==> config.mk <==
export PLATFORM = sky130hd
export DESIGN_NAME = camera_capture_param
export DESIGN_NICKNAME = d
export VERILOG_FILES = /design/src/rtl/camera_capture_param.sv
export SDC_FILE = /design/constraint.sdc
export NUM_CORES = 1
export LEC_CHECK = 0
export CAP_MARGIN = 0
export CORE_MARGIN = 1
export CORE_UTILIZATION = 45
export CTS_CLUSTER_SIZE = 8
export DETAILED_ROUTE_END_ITERATION = 8
export HOLD_SLACK_MARGIN = 0.03
export PLACE_DENSITY_LB_ADDON = 0.25
export SYNTH_ARGS = -nofsm -noshare
export SYNTH_HDL_FRONTEND = slang
export SYNTH_SLANG_ARGS = --single-unit
export TNS_END_PERCENT = 30
==> constraint.sdc <==
create_clock -name p_clock -period 2.7 [get_ports p_clock]
set_input_delay 0.405 -clock p_clock [delete_from_list [all_inputs] [get_ports p_clock]]
set_output_delay 0.405 -clock p_clock [all_outputs]
set_load 0.01 [all_outputs]
==> src/rtl/camera_capture_param.sv <==
// camera_capture_param
//   DVP (OV7670-style) pixel capture. Assembles one or two bytes per pixel
//   from p_data under vsync/href framing, applies optional X/Y decimation,
//   generates linear frame-buffer write addresses and flags malformed
//   lines and frames.
//
// Ports
//   p_clock      pixel clock, rising edge
//   rst_n        asynchronous active-low reset
//   enable       capture arm, sampled at frame boundaries only
//   byte_swap    0: first byte is MSB, 1: first byte is LSB (latched at frame start)
//   vsync, href  frame / line framing, active high
//   p_data       camera data bus
//   pixel_data   assembled pixel, valid with pixel_valid
//   pixel_valid  one-cycle strobe per kept pixel
//   wraddr       frame-buffer address of the current pixel_data
//   line_done    pulse at the href fall of a kept line
//   frame_done   pulse at end of frame
//   line_err     sticky per frame: a line had wrong length or odd byte count
//   frame_err    sticky per frame: line count differed from V_ACTIVE
//
// State  | Meaning
// -------+--------------------------------------------------------------
// IDLE   | disarmed, waiting for a vsync rise with enable=1
// SYNC   | vsync high, waiting for it to drop before the frame body
// FRAME  | frame body: bytes captured while href=1, lines counted
module camera_capture_param #(
    parameter int DATA_W        = 8,
    parameter int BYTES_PER_PIX = 2,
    parameter int H_ACTIVE      = 640,
    parameter int V_ACTIVE      = 480,
    parameter int DEC_X         = 1,
    parameter int DEC_Y         = 1,
    parameter int ADDR_W        = 19
) (
    input  logic                            p_clock,
    input  logic                            rst_n,
    input  logic                            enable,
    input  logic                            byte_swap,
    input  logic                            vsync,
    input  logic                            href,
    input  logic [DATA_W-1:0]               p_data,
    output logic [DATA_W*BYTES_PER_PIX-1:0] pixel_data,
    output logic                            pixel_valid,
    output logic [ADDR_W-1:0]               wraddr,
    output logic                            line_done,
    output logic                            frame_done,
    output logic                            line_err,
    output logic                            frame_err
);

    localparam int          PIX_W  = DATA_W * BYTES_PER_PIX;
    // Decimation factors are powers of two, so "mod N" is a mask.
    localparam logic [15:0] X_MASK = 16'(DEC_X - 1);
    localparam logic [15:0] Y_MASK = 16'(DEC_Y - 1);

    typedef enum logic [1:0] {
        IDLE  = 2'd0,
        SYNC  = 2'd1,
        FRAME = 2'd2
    } state_t;

    state_t       state;
    logic         vsync_q;
    logic         href_q;
    logic         phase;
    logic         swap_lat;
    logic [15:0]  x_cnt;
    logic [15:0]  y_cnt;

    logic         vsync_rise;
    logic         href_fall;
    logic         in_frame;
    logic         line_close;
    logic         byte_take;
    logic         pix_done;
    logic         x_keep;
    logic         y_keep;
    logic [15:0]  y_after;
    logic [PIX_W-1:0] pix_asm;

    always_comb begin
        vsync_rise = vsync & ~vsync_q;
        href_fall  = ~href & href_q;
        in_frame   = (state == FRAME);
        // A vsync rise with href still high closes the line first.
        line_close = in_frame && (href_fall || (vsync_rise && href));
        byte_take  = in_frame && href && !vsync_rise;
        pix_done   = byte_take && ((BYTES_PER_PIX == 1) || phase);
        x_keep     = ((x_cnt & X_MASK) == 16'd0);
        y_keep     = ((y_cnt & Y_MASK) == 16'd0);
        y_after    = y_cnt + {15'd0, line_close};
    end

    generate
        if (BYTES_PER_PIX == 2) begin : g_two_byte
            logic [DATA_W-1:0] byte_hold;

            always_ff @(posedge p_clock or negedge rst_n) begin
                if (!rst_n) begin
                    byte_hold <= '0;
                end else if (byte_take && !phase) begin
                    byte_hold <= p_data;
                end
            end

            assign pix_asm = swap_lat ? {p_data, byte_hold} : {byte_hold, p_data};
        end else begin : g_one_byte
            assign pix_asm = p_data;
        end
    endgenerate

    always_ff @(posedge p_clock or negedge rst_n) begin
        if (!rst_n) begin
            state       <= IDLE;
            vsync_q     <= 1'b0;
            href_q      <= 1'b0;
            phase       <= 1'b0;
            swap_lat    <= 1'b0;
            x_cnt       <= '0;
            y_cnt       <= '0;
            pixel_data  <= '0;
            pixel_valid <= 1'b0;
            wraddr      <= '0;
            line_done   <= 1'b0;
            frame_done  <= 1'b0;
            line_err    <= 1'b0;
            frame_err   <= 1'b0;
        end else begin
            vsync_q     <= vsync;
            href_q      <= href;
            pixel_valid <= 1'b0;
            line_done   <= 1'b0;
            frame_done  <= 1'b0;

            // Address advances the cycle after its strobe, so it stays
            // aligned with pixel_data during pixel_valid.
            if (pixel_valid) begin
                wraddr <= wraddr + ADDR_W'(1);
            end

            case (state)
                IDLE: begin
                    if (vsync_rise && enable) begin
                        state <= SYNC;
                    end
                end

                SYNC: begin
                    if (!vsync) begin
                        state     <= FRAME;
                        wraddr    <= '0;
                        x_cnt     <= '0;
                        y_cnt     <= '0;
                        phase     <= 1'b0;
                        line_err  <= 1'b0;
                        frame_err <= 1'b0;
                        swap_lat  <= byte_swap;
                    end
                end

                FRAME: begin
                    if (byte_take) begin
                        phase <= (BYTES_PER_PIX == 2) ? ~phase : 1'b0;
                        if (pix_done) begin
                            if (x_cnt != 16'hFFFF) begin
                                x_cnt <= x_cnt + 16'd1;
                            end
                            if (x_keep && y_keep) begin
                                pixel_data  <= pix_asm;
                                pixel_valid <= 1'b1;
                            end
                        end
                    end

                    if (line_close) begin
                        if (y_keep) begin
                            line_done <= 1'b1;
                        end
                        if ((x_cnt != 16'(H_ACTIVE)) || phase) begin
                            line_err <= 1'b1;
                        end
                        x_cnt <= '0;
                        phase <= 1'b0;
                        y_cnt <= y_after;
                    end

                    if (vsync_rise) begin
                        frame_done <= 1'b1;
                        if (y_after != 16'(V_ACTIVE)) begin
                            frame_err <= 1'b1;
                        end
                        state <= enable ? SYNC : IDLE;
                    end
                end

                default: state <= IDLE;
            endcase
        end
    end

endmodule

* Yosys cells after proc, flatten, opt, wreduce, memory -nomap -nowiden
Cells that the tools add are included.
Storage, ports and cells: register bits 86, word-level logic and storage cells 93
Operators by class: add/sub/neg operators 3, eq/ne operators 14, reductions and logical operators 21, muxes and demuxes 34, bitwise logic cells 6
Operator list (number):
- 16-bit two-way mux | 7
- 16-bit one-hot mux with 2 select lines | 2
- 19-bit two-way mux | 3
- 19-bit by 1-bit adder with 19-bit output, second input constant | 1
- 16-bit by 1-bit adder with 16-bit output | 1
- 16-bit by 1-bit adder with 16-bit output, second input constant | 1
- 16-bit by 10-bit != test with 1-bit output, second input constant | 1
- 16-bit != test, second input constant | 1
- 16-bit by 9-bit != test with 1-bit output, second input constant | 1
- 1-bit two-way mux | 15
- 3-bit AND reduction | 4
- 3-bit by 1-bit != test with 1-bit output, second input constant | 3
- 4-bit AND reduction | 2
- 1-bit logical AND | 7
- 2-bit two-way mux | 3
- 2-bit by 1-bit != test with 1-bit output, second input constant | 3
- 2-bit != test, second input constant | 3
- 1-bit one-hot mux with 2 select lines | 3
- 2-bit one-hot mux with 3 select lines | 1
- 5-bit AND reduction | 1
- 1-bit inverter | 4
- 1-bit bitwise AND | 2
- 2-bit by 1-bit == test with 1-bit output, second input constant | 1
- 2-bit == test, second input constant | 1
- other kinds (5) | 7

* Logic depth before layout (Yosys ltp)
depth in word-level cells 10, mapped depth 12, mapped depth without buffers 11

* Worst setup path before layout
No wires, ideal clock.
path type flip-flop to flip-flop, from register state[0], to register frame_err, cell stages (with the launch flop) 13, setup time 0.136 ns, path slack 0.058 ns, arrival time 2.506 ns, required time 2.564 ns, path through dfrtp_1 > inv_1 > ha_1 > buf_2 > inv_1 > nor2_1 > ha_1 > ha_1 > nand4_1 > nor3_1 > mux2i_1 > a2111oi_0 > a31oi_1
On the way: word-level cells in the longest chain between the ends 6, elaborated cells on any way between the ends 11, classes of those cells add/sub: 1; eq/ne: 6; mux: 1; reduce/logical: 3
RTL lines:
- from (decl) | line 63 | state_t state;
- from (signal assigned) | line 193 | state <= enable ? SYNC : IDLE;
- 2-bit == test (*) | line 85 | in_frame = (state == FRAME);
- named net in_frame | line 73 | logic in_frame;
- 1-bit logical AND | line 87 | line_close = in_frame && (href_fall || (vsync_rise && href));
- 16-bit by 1-bit adder with 16-bit output | line 92 | y_after = y_cnt + {15'd0, line_close};
- 16-bit by 9-bit != test with 1-bit output | line 190 | if (y_after != 16'(V_ACTIVE)) begin
- 2-bit by 1-bit != test with 1-bit output (no source line)
- 4-bit AND reduction (no source line)
- to (signal assigned) | line 128 | frame_err <= 1'b0;
- to (signal assigned) | line 157 | frame_err <= 1'b0;
- to (signal assigned) | line 191 | frame_err <= 1'b1;
- to (decl) | line 49 | output logic frame_err
Mark *: on every way through the listed nets, which the timed path passes. The rest lies on a longest branch. A chain may end at the register's enable or synchronous reset.

* Final worst setup path
from input href, to register frame_err
On the way: word-level cells in the longest chain between the ends 8, elaborated cells on any way between the ends 9, classes of those cells add/sub: 1; eq/ne: 2; bitwise: 2; reduce/logical: 4
RTL lines:
- from (decl) | line 41 | input logic href,
- 1-bit inverter | line 84 | href_fall = ~href & href_q;
- 1-bit bitwise AND | line 84
- 1-bit logical OR (*) | line 87
- 1-bit logical AND (*) | line 87
- 16-bit by 1-bit adder with 16-bit output (*) | line 92
- 16-bit by 9-bit != test with 1-bit output (*) | line 190
- 2-bit by 1-bit != test with 1-bit output (no source line) (*)
- 4-bit AND reduction (no source line) (*)
Every way passes the cells marked *; elsewhere a longest branch is shown, timed or not.

==> impl_metrics.yaml <==
synth:
  ys_async_sr_fraction_pct: 100.0
  synth_top_area_share_pct: 48.36
  ys_seq_area_share_pct: 48.36
  synth_simple_gate_area_share_pct: 20.89
  synth_top_family_by_area: "simple AND/OR/NAND/NOR gates"
  synth-main-ff-cell: "dfrtp_1"
  syn_area_sq_um: 4451
  synth_edf_count: 0
  synthCells: 459
  synth_fa_ha_area_share_pct: 2.530
  synthXorXnorAreaFrac_pct: 4.329
  yosys-top-cells-area: "dfrtp_1 (48%), mux2i_1 (6.3%), nand2_1 (4.9%)"
  syn_nets: 482
  synth.yosys.warnings: 0
  synthMuxAreaShare_pct: 8.828
  yosys.area.top_type: "dfrtp_1"
  synth_cell_types: 51
  ys_ff_latch: 86
  synth-compound-area-share_pct: 12.06
  syn_avg_cell_area_sq_um: 9.696
clocking:
  cts_buffers: 9
  cts_tree: "done"
  cts-root-buf: "clkbuf_8"
  cts_buffer_depth: 2
  cts_sinks: 86
  clkLatencyLatePin_ps: 360
  cts_max_level: 3
  clk_pin_slew_ps: 90
  ctsHoldBuffers: 0
placement:
  pre_cts_slack_ps: -335.8
  hpwl_microns: 6590
  placedInstanceArea_sq_um: 5225
  gp_congestion: 0.9300
  io_buffer_count: 53
  post-place-cells: 639
grt:
  gr-total-overflow: 0
  grt_antenna_before_repair: 0
  grt_first_pass_wirelength_microns: 16150
  grt_max_degree: 52
  grt_pass1_vias: 3404
  grt.total_usage_pct: 19.98
timing:
  final.min_clock_period_ps: 2524
  skew_ps: 14.76
  fin_hold_ws_ps: 77.60
  hold_viol_final: 0
  final.period_utilization_pct: 93.48
  slew_viol_final: 0
  fmax_mhz: 396.2
  finalWorstSetupSlack_ps: 175.9
  slew_headroom_pct: 40.36
  worstMarginPinSlew_ps: 887.8
  finalSetupViolations: 0
power_and_ir_drop:
  combPwrFrac_pct: 31.3
  p_total_mw: 3.699
  internal_power_mw: 2.430
  power_density_nw_per_um2: 674.2
  pwr-share-seq_pct: 45.4
  leakagePower_nw: 2.427
  p_sw_mw: 1.269
  swShare_pct: 34.32
  ir_drop_v: 0.0004619
  clkPwrFrac_pct: 23.3
die:
  chipWidth_microns: 101.5
  die_area_sq_um: 10290
  io_pins: 54
  core_sq_um: 9415
  rows: 35
  start_util_pct: 47.27
  die_h_microns: 101.5
layout:
  final_nets: 545
  fin_cells: 656
  drive_above_1_share_pct: 12.90
  n_antenna_cell: 0
  layout_commonest_cell: "dfrtp_1"
  final_cell_mix: "dfrtp_1 (86), nand2_1 (58), clkdlybuf4s50_1 (52)"
  fin_area_sq_um: 5487
  n_fill_cell: 826
  syn2layout_area_growth_pct: 23.28
detailed_routing:
  routed-via-count: 3594
  post-route-drc-count: 0
  drt-initial-drc-count: 123
  drtAntennaViolNets: 0
  drt_first_pass_iters: 4
  drt_wl_total_microns: 9513
  wl_per_cell_microns: 14.50
  drt-vias-per-instance: 5.479
critical_path:
  reg2reg_depth: 11
  crit_arrival_ps: 2760
  start_kind: "input port"
  critical_path_required_ps: 2940
  critPathMostFrequentCell: "nor2_2"
  cp-end-kind: "register"
  path_class: "in -> reg"
  slowest_delay_ps: 520
  cpMaxStageDelayCell: "clkdlybuf4s50_1"
  cp_cell_sequence: "clkdlybuf4s50_1 -> and3b_1 -> nor2_1 -> nor2_2 -> ha_2 -> ha_4 -> nand4_1 -> nor2_2 -> nand3_2 -> a2111oi_4 -> a31oi_1"
  crit_fanout: 5
min_path:
  hold_path_class: "in -> async"
run:
  drv_cap: 0
status:
  status: "finished, final reports clean"
worst max-delay path: cells and delay by family:
kind,cells,cell delay (ps)
adders and majority gates,2,360
AOI/OAI and AO/OA,2,490
and+or+nand+nor,6,980
buffers and inverters,1,520
registers in the layout, indices dropped and copies added (netlist names):
register	cells
wraddr	19
pixel_data	16
x_cnt	16
y_cnt	16
g_two_byte.byte_hold	8
state	2
frame_done	1
frame_err	1
href_q	1
line_done	1
line_err	1
phase	1
pixel_valid	1
swap_lat	1
vsync_q	1
cell type report:
class                           instances  area (sq um)  area share (%)
Sequential cell                        86          2152           39.22
Multi-Input combinational cell        341          2243           40.89
Timing Repair Buffer                   77         720.7           13.14
Tap cell                              129         161.4           2.942
Clock inverter                          6         45.04          0.8210
Clock buffer                           10         137.6           2.509
Inverter                                7         26.28          0.4789
final timing paths:
kind | from | end | slack (ps)
min in group p_clock | pixel_data[10] | pixel_data[10] | 490
max in group asynchronous | rst_n | x_cnt[12] | 2010
min reg2reg | pixel_data[10] | pixel_data[10] | 490
min | rst_n | x_cnt[0] | 80
max reg2reg | state[0] | frame_err | 200
max | href | frame_err | 180
metrics by stage:
stage	setup TNS, ps	utilization (%)
after floorplan	0	-
after global placement	-532.6	55.50
after detailed placement	-1034	55.50
after CTS	0	57.44
after global routing	-29.41	58.27
final	0	58.27
cell usage after synthesis (all sizes together) (3+ instances only):
library cell  instances
dfrtp                86
nor4                  8
mux2i                28
nand4                17
inv                   7
and2                  3
nor3                  9
nor2                 43
nand2                58
xnor2                11
a31oi                 5
nor2b                 3
nand3                20
nor4b                 3
and4                  3
a21oi                12
buf                   7
ha                    9
mux2                 10
clkbuf               18
xor2                 11
a22o                  3
and3                  6
o31ai                 8
a21o                  4
or3                   3
o21ai                38
per-layer routing:
layer | vias up | share of wire, % | track usage [%]
met2 | 66 | 47 | 31.87
met1 | 1745 | 47 | 27.11
met4 | 0 | 1.7 | 7.358
met5 | - | 0 | 0
met3 | 12 | 3.7 | 4.003
li1 | 1771 | - | -
power groups by stage:
stage	clock network (mW)	logic (mW)	registers, mW
finish	0.861	1.16	1.68
global route	0.933	1.28	1.71
detailed placement	0	1.15	1.70
floorplan	0	0.683	1.66
CTS	0.888	1.16	1.68
global placement	0	1.12	1.69
logic make-up (layout without fill, tap and decap cells):
family,count (synthesis),in the layout
AOI/OAI and AO/OA,85,85
xor gates and xnor gates,22,22
adders and majority gates,9,9
buffers and inverters,32,100
DFF,86,86
muxes,38,38
and+or+nand+nor,187,187
what timing repair did:
item / in CTS / in global routing
setup endpoints to repair: 0 / 3
setup buffers: 0 / 1
gates resized for setup: 0 / 14
hold endpoints to repair: 0 / 0
Power figures use the tool's default switching activity.
